==> config.mk <==
export PLATFORM = sky130hd
export DESIGN_NAME = vga_scan_controller
export DESIGN_NICKNAME = d
export VERILOG_FILES = /design/src/rtl/vga_timing_pkg.sv /design/src/rtl/vga_pixel_tick.sv /design/src/rtl/vga_scan_controller.sv
export SDC_FILE = /design/constraint.sdc
export NUM_CORES = 1
export LEC_CHECK = 0
export BUFFER_PORTS_ARGS = -buffer_cell sky130_fd_sc_hd__buf_2
export CAP_MARGIN = 15
export CORE_MARGIN = 4
export CORE_UTILIZATION = 30
export DETAILED_ROUTE_END_ITERATION = 16
export PLACE_DENSITY = 0.47
export SKIP_CTS_REPAIR_TIMING = 1
export SKIP_LAST_GASP = 1
export SLEW_MARGIN = 10
export SYNTH_ARGS = -nofsm -noshare
export SYNTH_HDL_FRONTEND = slang
export SYNTH_SLANG_ARGS = --single-unit
export TNS_END_PERCENT = 1
==> constraint.sdc <==
create_clock -name HCLK -period 1.5 [get_ports HCLK]
set_input_delay 0.075 -clock HCLK [delete_from_list [all_inputs] [get_ports HCLK]]
set_output_delay 0.075 -clock HCLK [all_outputs]
set_load 0.005 [all_outputs]
==> src/rtl/vga_timing_pkg.sv <==
// 640x480@60 timing constants and colour type shared by the scan controller.
package vga_timing_pkg;

  localparam int unsigned HActive = 640;
  localparam int unsigned HFront  = 16;
  localparam int unsigned HSync   = 96;
  localparam int unsigned HBack   = 48;
  localparam int unsigned HTotal  = HActive + HFront + HSync + HBack;

  localparam int unsigned VActive = 480;
  localparam int unsigned VFront  = 10;
  localparam int unsigned VSync   = 2;
  localparam int unsigned VBack   = 33;
  localparam int unsigned VTotal  = VActive + VFront + VSync + VBack;

  // Sync windows as [start, end) in counter units.
  localparam int unsigned HSyncStart = HActive + HFront;
  localparam int unsigned HSyncEnd   = HSyncStart + HSync;
  localparam int unsigned VSyncStart = VActive + VFront;
  localparam int unsigned VSyncEnd   = VSyncStart + VSync;

  typedef logic [11:0] rgb_t;

  localparam rgb_t RgbWhite = 12'hFFF;
  localparam rgb_t RgbBlack = 12'h000;

endpackage

==> src/rtl/vga_pixel_tick.sv <==
// Pixel-rate strobe: one HCLK pulse every CLK_DIV cycles while enabled.
module vga_pixel_tick #(
  parameter int unsigned CLK_DIV = 2
) (
  input  logic HCLK,
  input  logic HRESETn,
  input  logic enable,
  output logic pix_tick
);

  localparam int unsigned CntW = (CLK_DIV > 1) ? $clog2(CLK_DIV) : 1;
  localparam logic [CntW-1:0] CntMax = CntW'(CLK_DIV - 1);

  logic [CntW-1:0] cnt_q;

  assign pix_tick = enable && (cnt_q == CntMax);

  always_ff @(posedge HCLK or negedge HRESETn) begin
    if (!HRESETn) begin
      cnt_q <= '0;
    end else if (!enable || pix_tick) begin
      cnt_q <= '0;
    end else begin
      cnt_q <= cnt_q + 1'b1;
    end
  end

endmodule

==> src/rtl/vga_scan_controller.sv <==
// VGA raster scanner: h/v counters, memory addressing and registered display outputs
// that trail the counters by one pixel period.
module vga_scan_controller
  import vga_timing_pkg::*;
#(
  parameter int unsigned CLK_DIV         = 2,
  parameter bit          SYNC_ACTIVE_LOW = 1'b1
) (
  input  logic        HCLK,
  input  logic        HRESETn,
  input  logic        enable,
  input  logic        pixel,
  output logic [9:0]  pixel_x,
  output logic [8:0]  pixel_y,
  output logic        hsync,
  output logic        vsync,
  output logic        video_on,
  output logic [11:0] vga_rgb,
  output logic        frame_start
);

  localparam logic SyncIdle = SYNC_ACTIVE_LOW;

  logic       pix_tick;
  logic [9:0] h_cnt_q, h_cnt_d;
  logic [9:0] v_cnt_q, v_cnt_d;
  logic       h_end, v_end, h_active, v_active, h_sync_win, v_sync_win;
  logic       hsync_q, vsync_q, video_on_q, frame_start_q;
  rgb_t       vga_rgb_q;

  vga_pixel_tick #(
    .CLK_DIV(CLK_DIV)
  ) u_tick (
    .HCLK    (HCLK),
    .HRESETn (HRESETn),
    .enable  (enable),
    .pix_tick(pix_tick)
  );

  assign h_end      = (h_cnt_q == 10'(HTotal - 1));
  assign v_end      = (v_cnt_q == 10'(VTotal - 1));
  assign h_active   = (h_cnt_q < 10'(HActive));
  assign v_active   = (v_cnt_q < 10'(VActive));
  assign h_sync_win = (h_cnt_q >= 10'(HSyncStart)) && (h_cnt_q < 10'(HSyncEnd));
  assign v_sync_win = (v_cnt_q >= 10'(VSyncStart)) && (v_cnt_q < 10'(VSyncEnd));

  assign pixel_x = h_active ? h_cnt_q : '0;
  assign pixel_y = v_active ? v_cnt_q[8:0] : '0;

  always_comb begin
    h_cnt_d = h_cnt_q;
    v_cnt_d = v_cnt_q;
    if (!enable) begin
      h_cnt_d = '0;
      v_cnt_d = '0;
    end else if (pix_tick) begin
      if (h_end) begin
        h_cnt_d = '0;
        v_cnt_d = v_end ? '0 : v_cnt_q + 1'b1;
      end else begin
        h_cnt_d = h_cnt_q + 1'b1;
      end
    end
  end

  always_ff @(posedge HCLK or negedge HRESETn) begin
    if (!HRESETn) begin
      h_cnt_q <= '0;
      v_cnt_q <= '0;
    end else begin
      h_cnt_q <= h_cnt_d;
      v_cnt_q <= v_cnt_d;
    end
  end

  // Display outputs sample the pre-update counters, so they trail the address by one pixel.
  always_ff @(posedge HCLK or negedge HRESETn) begin
    if (!HRESETn) begin
      hsync_q    <= SyncIdle;
      vsync_q    <= SyncIdle;
      video_on_q <= 1'b0;
      vga_rgb_q  <= RgbBlack;
    end else if (!enable) begin
      hsync_q    <= SyncIdle;
      vsync_q    <= SyncIdle;
      video_on_q <= 1'b0;
      vga_rgb_q  <= RgbBlack;
    end else if (pix_tick) begin
      hsync_q    <= SyncIdle ^ h_sync_win;
      vsync_q    <= SyncIdle ^ v_sync_win;
      video_on_q <= h_active && v_active;
      vga_rgb_q  <= (h_active && v_active && pixel) ? RgbWhite : RgbBlack;
    end
  end

  always_ff @(posedge HCLK or negedge HRESETn) begin
    if (!HRESETn) begin
      frame_start_q <= 1'b0;
    end else begin
      frame_start_q <= pix_tick && h_end && v_end;
    end
  end

  assign hsync       = hsync_q;
  assign vsync       = vsync_q;
  assign video_on    = video_on_q;
  assign vga_rgb     = vga_rgb_q;
  assign frame_start = frame_start_q;

endmodule

==> Yosys cells after proc, flatten, opt, wreduce, memory -nomap -nowiden <==
Index checks and enable logic that the tools add are counted.
{ "op_classes": {"eq_ne": 4, "bitwise_logic": 2, "n_reduce_logical": 10, "addsub": 3, "mux": 19, "n_lt_le_gt_ge": 6} }
{ "op_table": {"columns": ["op", "n"], "rows": [
  ["10-bit 2-to-1 mux", 8],
  ["12-bit 2-to-1 mux", 3],
  ["10-bit by 1-bit adder with 10-bit output (second input constant)", 2],
  ["10-bit equality test (second input constant)", 2],
  ["10-bit < comparator (second input constant)", 2],
  ["10-bit by 9-bit < comparator with 1-bit output (second input constant)", 2],
  ["10-bit >= comparator (second input constant)", 1],
  ["10-bit by 9-bit >= comparator with 1-bit output (second input constant)", 1],
  ["9-bit 2-to-1 mux", 1],
  ["1-bit logical AND", 7],
  ["1-bit 2-to-1 mux", 7],
  ["2-bit by 1-bit != test with 1-bit output (second input constant)", 2],
  ["1-bit inverter", 2],
  ["2-bit AND reduction", 1],
  ["1-bit adder (second input constant)", 1],
  ["1-bit logical NOT", 1],
  ["1-bit logical OR", 1]
]} }
{ "totals": {"out_inout_bits": 35, "inputBits": 4, "reg_bits": 37, "wordCells": 52} }

==> Longest topological paths before layout <==
{ "depth": {"ltp_word": 6, "depth_mapped": 7, "depth_no_buf": 6} }

==> Hierarchy <==
A second synthesis with hierarchy kept.
{ "unflattened": {"hier_cells": 190, "area_unflattened_um2": 1700.4} }
{ "modules_own_cells": {"columns": ["module", "area_each_um2", "seq_area_each_um2", "cells_per_inst", "n_inst"], "rows": [
  ["vga_scan_controller", 1659.1, 628.1, 187, 1],
  ["vga_pixel_tick", 41.3, 25.0, 3, 1]
]} }

==> Worst setup path before layout <==
Ideal clock, no wire load.
{ "synth_path": {"path_kind": "reg-to-reg", "startpoint": "register v_cnt_q[0]", "endpoint": "register v_cnt_q[8]", "path_buffers": 0, "synth_period_minus_slack_ps": 1678, "t_arrival_ps": 1588, "setup_ps": 90, "required_time_ps": 1410, "setup_slack_ps": -178, "path_stages_with_launch": 6, "path_cell_list": "dfrtp_1 > ha_1 > and3_1 > and3_1 > or4_2 > o221ai_1"} }
{ "synth_between": {"elab_chain_cells": 5, "elab_cells_between_ends": 6, "classes_between": "add/sub: 1; eq/ne: 1; mux: 4"} }
{ "synth_lines": {"columns": ["element", "line_no", "rtl"], "rows": [
  ["start, declared", "vga_scan_controller.sv:26", "logic [9:0] v_cnt_q, v_cnt_d;"],
  ["start signal, assigned", "vga_scan_controller.sv:72", "v_cnt_q <= v_cnt_d;"],
  ["10-bit by 1-bit adder with 10-bit output / 10-bit equality test (equally long branches)", "vga_scan_controller.sv:59, vga_scan_controller.sv:41", null],
  ["10-bit 2-to-1 mux (*)", "vga_scan_controller.sv:59", "v_cnt_d = v_end ? '0 : v_cnt_q + 1'b1;"],
  ["10-bit 2-to-1 mux (*)", "vga_scan_controller.sv:57", "if (h_end) begin"],
  ["10-bit 2-to-1 mux (*)", "vga_scan_controller.sv:56", "end else if (pix_tick) begin"],
  ["10-bit 2-to-1 mux (*)", "vga_scan_controller.sv:53", "if (!enable) begin"]
]} }
Mark *: on every way between the ends. The rest lies on a longest branch, timed or not. The select of a mux whose other input is x is not followed.
A chain may end at the register's enable or synchronous reset.

==> Worst setup path in the final report <==
{ "layout_path": {"startpoint": "register h_cnt_q[1]", "endpoint": "register v_cnt_q[4]"} }
{ "layout_between": {"elab_chain_cells": 3} }
{ "layout_lines": {"columns": ["element", "line_no", "rtl"], "rows": [
  ["start, declared", "vga_scan_controller.sv:25", "logic [9:0] h_cnt_q, h_cnt_d;"],
  ["start signal, assigned", "vga_scan_controller.sv:71", "h_cnt_q <= h_cnt_d;"],
  ["10-bit equality test", "vga_scan_controller.sv:40", "assign h_end = (h_cnt_q == 10'(HTotal - 1));"],
  ["2-bit by 1-bit != test with 1-bit output (no line)", null, null],
  ["2-bit AND reduction (no line)", null, null]
]} }
Every way passes these cells.

==> key figures <==
Setup path
  – Critical R2R Launch: h_cnt_q[1]
  – Cell breakdown of the critical path: ha_2 -> and3_4 -> buf_6 -> nand4_1 -> buf_4 -> o211ai_1 -> o31ai_4
  – CP arrival: roughly 1900 ps
  – Crit path required time: around 1700 ps
  – Setup crit end: v_cnt_q[4]
  – Reg2reg end: v_cnt_q[4]
  – Slowest-stage cell, CP: dfrtp_1
  – Max incr delay on CP: approximately 360 ps
  – CP Class: flip-flop to flip-flop
  – Reg2Reg Depth: 7
  – Startpoint Class: flip-flop
  – Setup crit end kind: flip-flop
  – R2R Setup Slk: -230 ps
  – CP max FO: 3
  – Worst setup path start: h_cnt_q[1]

Route
  – Final wirelength: 4330 um
  – DR WL/cell: 13.3 um
  – Residual DRC: 0
  – ANT nets after route: 0
  – Via count: around 1.5k
  – Initial DRC count: 39
  – DRT met1 WL: roughly 2200 um
  – Detailed-route vias per instance: between 4 and 5
  – Top Layer Used: met4
  – Metal3 WL: 187 um
  – Drt first pass iters: 4
  – Routed wl met2: 1970 um

CTS
  – CTS Buf Count: 3
  – CTS H-tree depth: 1
  – Clock Latency Late Sink: approximately 270 ps
  – Sink Count: 26
  – Clock slew at reported path FFs: around 90 ps
  – Max clock buf depth: 2
  – CTS root buf: clkbuf_8
  – CTS tree: done

Worst hold path
  – Worst Hold Class: input port to flip-flop

STA
  – F_max: 578 MHz
  – Setup violators final: 25
  – Slew Limit Fails: 0
  – Slew HR: 0.600
  – RSZ-0062 raised after global routing: yes
  – Final WS setup: -229 ps
  – Crit share post-route: 1.15
  – Fin Setup TNS: -2930 ps
  – Clk_skew: approximately 4.6 ps
  – Final min period: between 1500 and 2000 ps
  – Worst Tran Pin Value: around 600 ps
  – Final hold vios: 0

Pwr
  – Power Dens Cells: roughly 530 nW/um2
  – Clk pwr share: 0.323
  – Reg power frac: 0.584
  – VDD IR max: 0.494 mV
  – Pwr Total: roughly 1.2 mW
  – P_int: 0.938 mW
  – Leak: ~1.1 nW
  – Switching portion of total power: 0.236
  – Combinational Power Share: 0.093
  – Switching power: a little under 0.3 mW

Die
  – Placeable Area: between 5000 and 6000 um2
  – DIE AREA: ~6700 um2
  – Die Ht: 82.0 um
  – Die Wd: about 82 um
  – Row cnt: 26
  – # IOs: 39
  – Initial core utilization: 0.316

Layout
  – FILL cells: between 500 and 600
  – P&R area growth vs syn: 40.3%
  – Final std cell area, no fill: ~2300 um2
  – Final nets: about 270
  – Register area: 653 um2
  – Fraction of layout cells with a size suffix above 1: 0.434
  – Diode count: 0
  – Area of the multi-input gates: 892 um2
  – Core Util, Final: 0.443

GRT
  – Vias in the first global route: about 1.4k
  – First-pass GRT wire length: slightly above 7000 um
  – Largest net degree at the start of global routing: 27
  – GRT overflow: 0
  – Initial antenna violation count: 0
  – Total track usage: 0.138

Outcome
  – Outcome: complete, but fails checks
  – Failing checks: negative setup slack

Synthesis
  – Post-synth ARST share: 1.00
  – Mean area per synthesized cell: approximately 9 um2
  – Post-Syn Instances: about 180
  – Ys flop type: dfrtp_1
  – Yosys cell types: 44
  – Yosys reg bits: 26
  – EDFF count, synth: 0
  – Post-Syn Nets: around 190
  – Register area share after synthesis: 0.397
  – Area of the mapped netlist: ~1600 um2
  – Yosys warns: 0

Placement
  – Final HPWL DP: between 3000 and 4000 um
  – Routability cong.: ~0.76
  – Dpl ws: -221 ps
  – Dpl cell area: around 2100 um2
  – I/O Buffers: 38

Run
  – Max_cap viols: 0
layout make-up:
| cell class | count | share of cell area |
|---|---|---|
| Inverter | 10 | 0.0163 |
| Tap cell | 70 | 0.0380 |
| Multi-Input combinational cell | 127 | 0.387 |
| Sequential cell | 26 | 0.283 |
| Clock buffer | 3 | 0.0179 |
| Timing Repair Buffer | 90 | 0.258 |
power by group through the flow:
| stage | combinational (mW) | clock (mW) | sequential, mW |
|---|---|---|---|
| after floorplan | 0.0618 | 0 | 0.733 |
| after global placement | 0.115 | 0 | 0.730 |
| after detailed placement | 0.116 | 0 | 0.731 |
| after CTS | 0.116 | 0.421 | 0.717 |
| after global routing | 0.132 | 0.454 | 0.718 |
| final | 0.114 | 0.396 | 0.717 |
critical path, delay by kind of cell (launching register included):
family	cells	cell delay (ps)
simple gates	2	390
buf+inv	2	290
flops	1	360
compound gates	2	390
fa+ha+maj	1	180
metal layers:
metal  global-route usage  up-vias
li1                     -      774
met1                0.198      723
met2                0.221       28
met3               0.0296        2
met4               0.0150        0
met5                    0        -
cells in the final DEF (no fill, tap or decap), drive strengths merged, types with 2 or more instances in the layout:
master  instances
buf            89
dfrtp          24
and2           14
nor2           12
nand2          11
inv            10
nand4           9
o21ai           9
nand3           9
nand2b          7
a21oi           7
xor2            6
nor3            5
and3            5
o211ai          4
o31ai           4
ha              4
or3             3
clkbuf          3
and4            2
nor2b           2
dfstp           2
Yosys cell counts, drive strengths merged, types with 2 or more instances:
cell type	instances	area, um2
and4	2	17.5
nand2b	7	43.8
inv	10	37.5
nor2	12	52.6
nand4	9	56.3
clkbuf	5	18.8
ha	4	50.1
xor2	6	52.6
nand3	9	57.6
nand2	11	41.3
buf	15	111
a21oi	7	35.0
or3	3	18.8
nor3	5	25.0
and3	5	32.5
nor2b	2	12.5
o211ai	4	30.0
dfstp	2	52.6
o21ai	9	45.0
and2	14	88.8
o31ai	4	45.1
dfrtp	24	601
worst min path at each step:
stage | start | endpoint | slack [ps] | cells after the start
4_1_cts | HRESETn | v_cnt_q[8] | -170 | 1
3_3_place_gp | HRESETn | v_cnt_q[7] | 130 | 1
6_report | enable | vsync | 50 | 2
3_5_place_dp | HRESETn | v_cnt_q[5] | 130 | 1
2_1_floorplan | HRESETn | frame_start | -220 | 0
5_1_grt | enable | vsync | 40 | 2
per-stage QoR:
step	hold WS (ps)	std cells
3_3_place_gp	129	317
2_1_floorplan	-221	183
5_1_grt	37.2	326
4_1_cts	-174	320
3_5_place_dp	127	317
6_report	45.7	326
flip-flops by register name, summed over array words and instances (netlist names):
register / flops
v_cnt_q: 10
vsync: 1
hsync: 1
video_on: 1
frame_start: 1
h_cnt_q: 10
vga_rgb: 1
u_tick.cnt_q: 1
cell families (layout without fill, tap and decap cells):
kind of cell,after synthesis,in the layout,share of synthesized area
compound gates,29,29,0.118
flops,26,26,0.397
simple gates,87,87,0.315
xor+xnor,7,7,0.0373
fa+ha+maj,4,4,0.0304
buf+inv,30,103,0.102
Power figures use the tool's default switching activity.
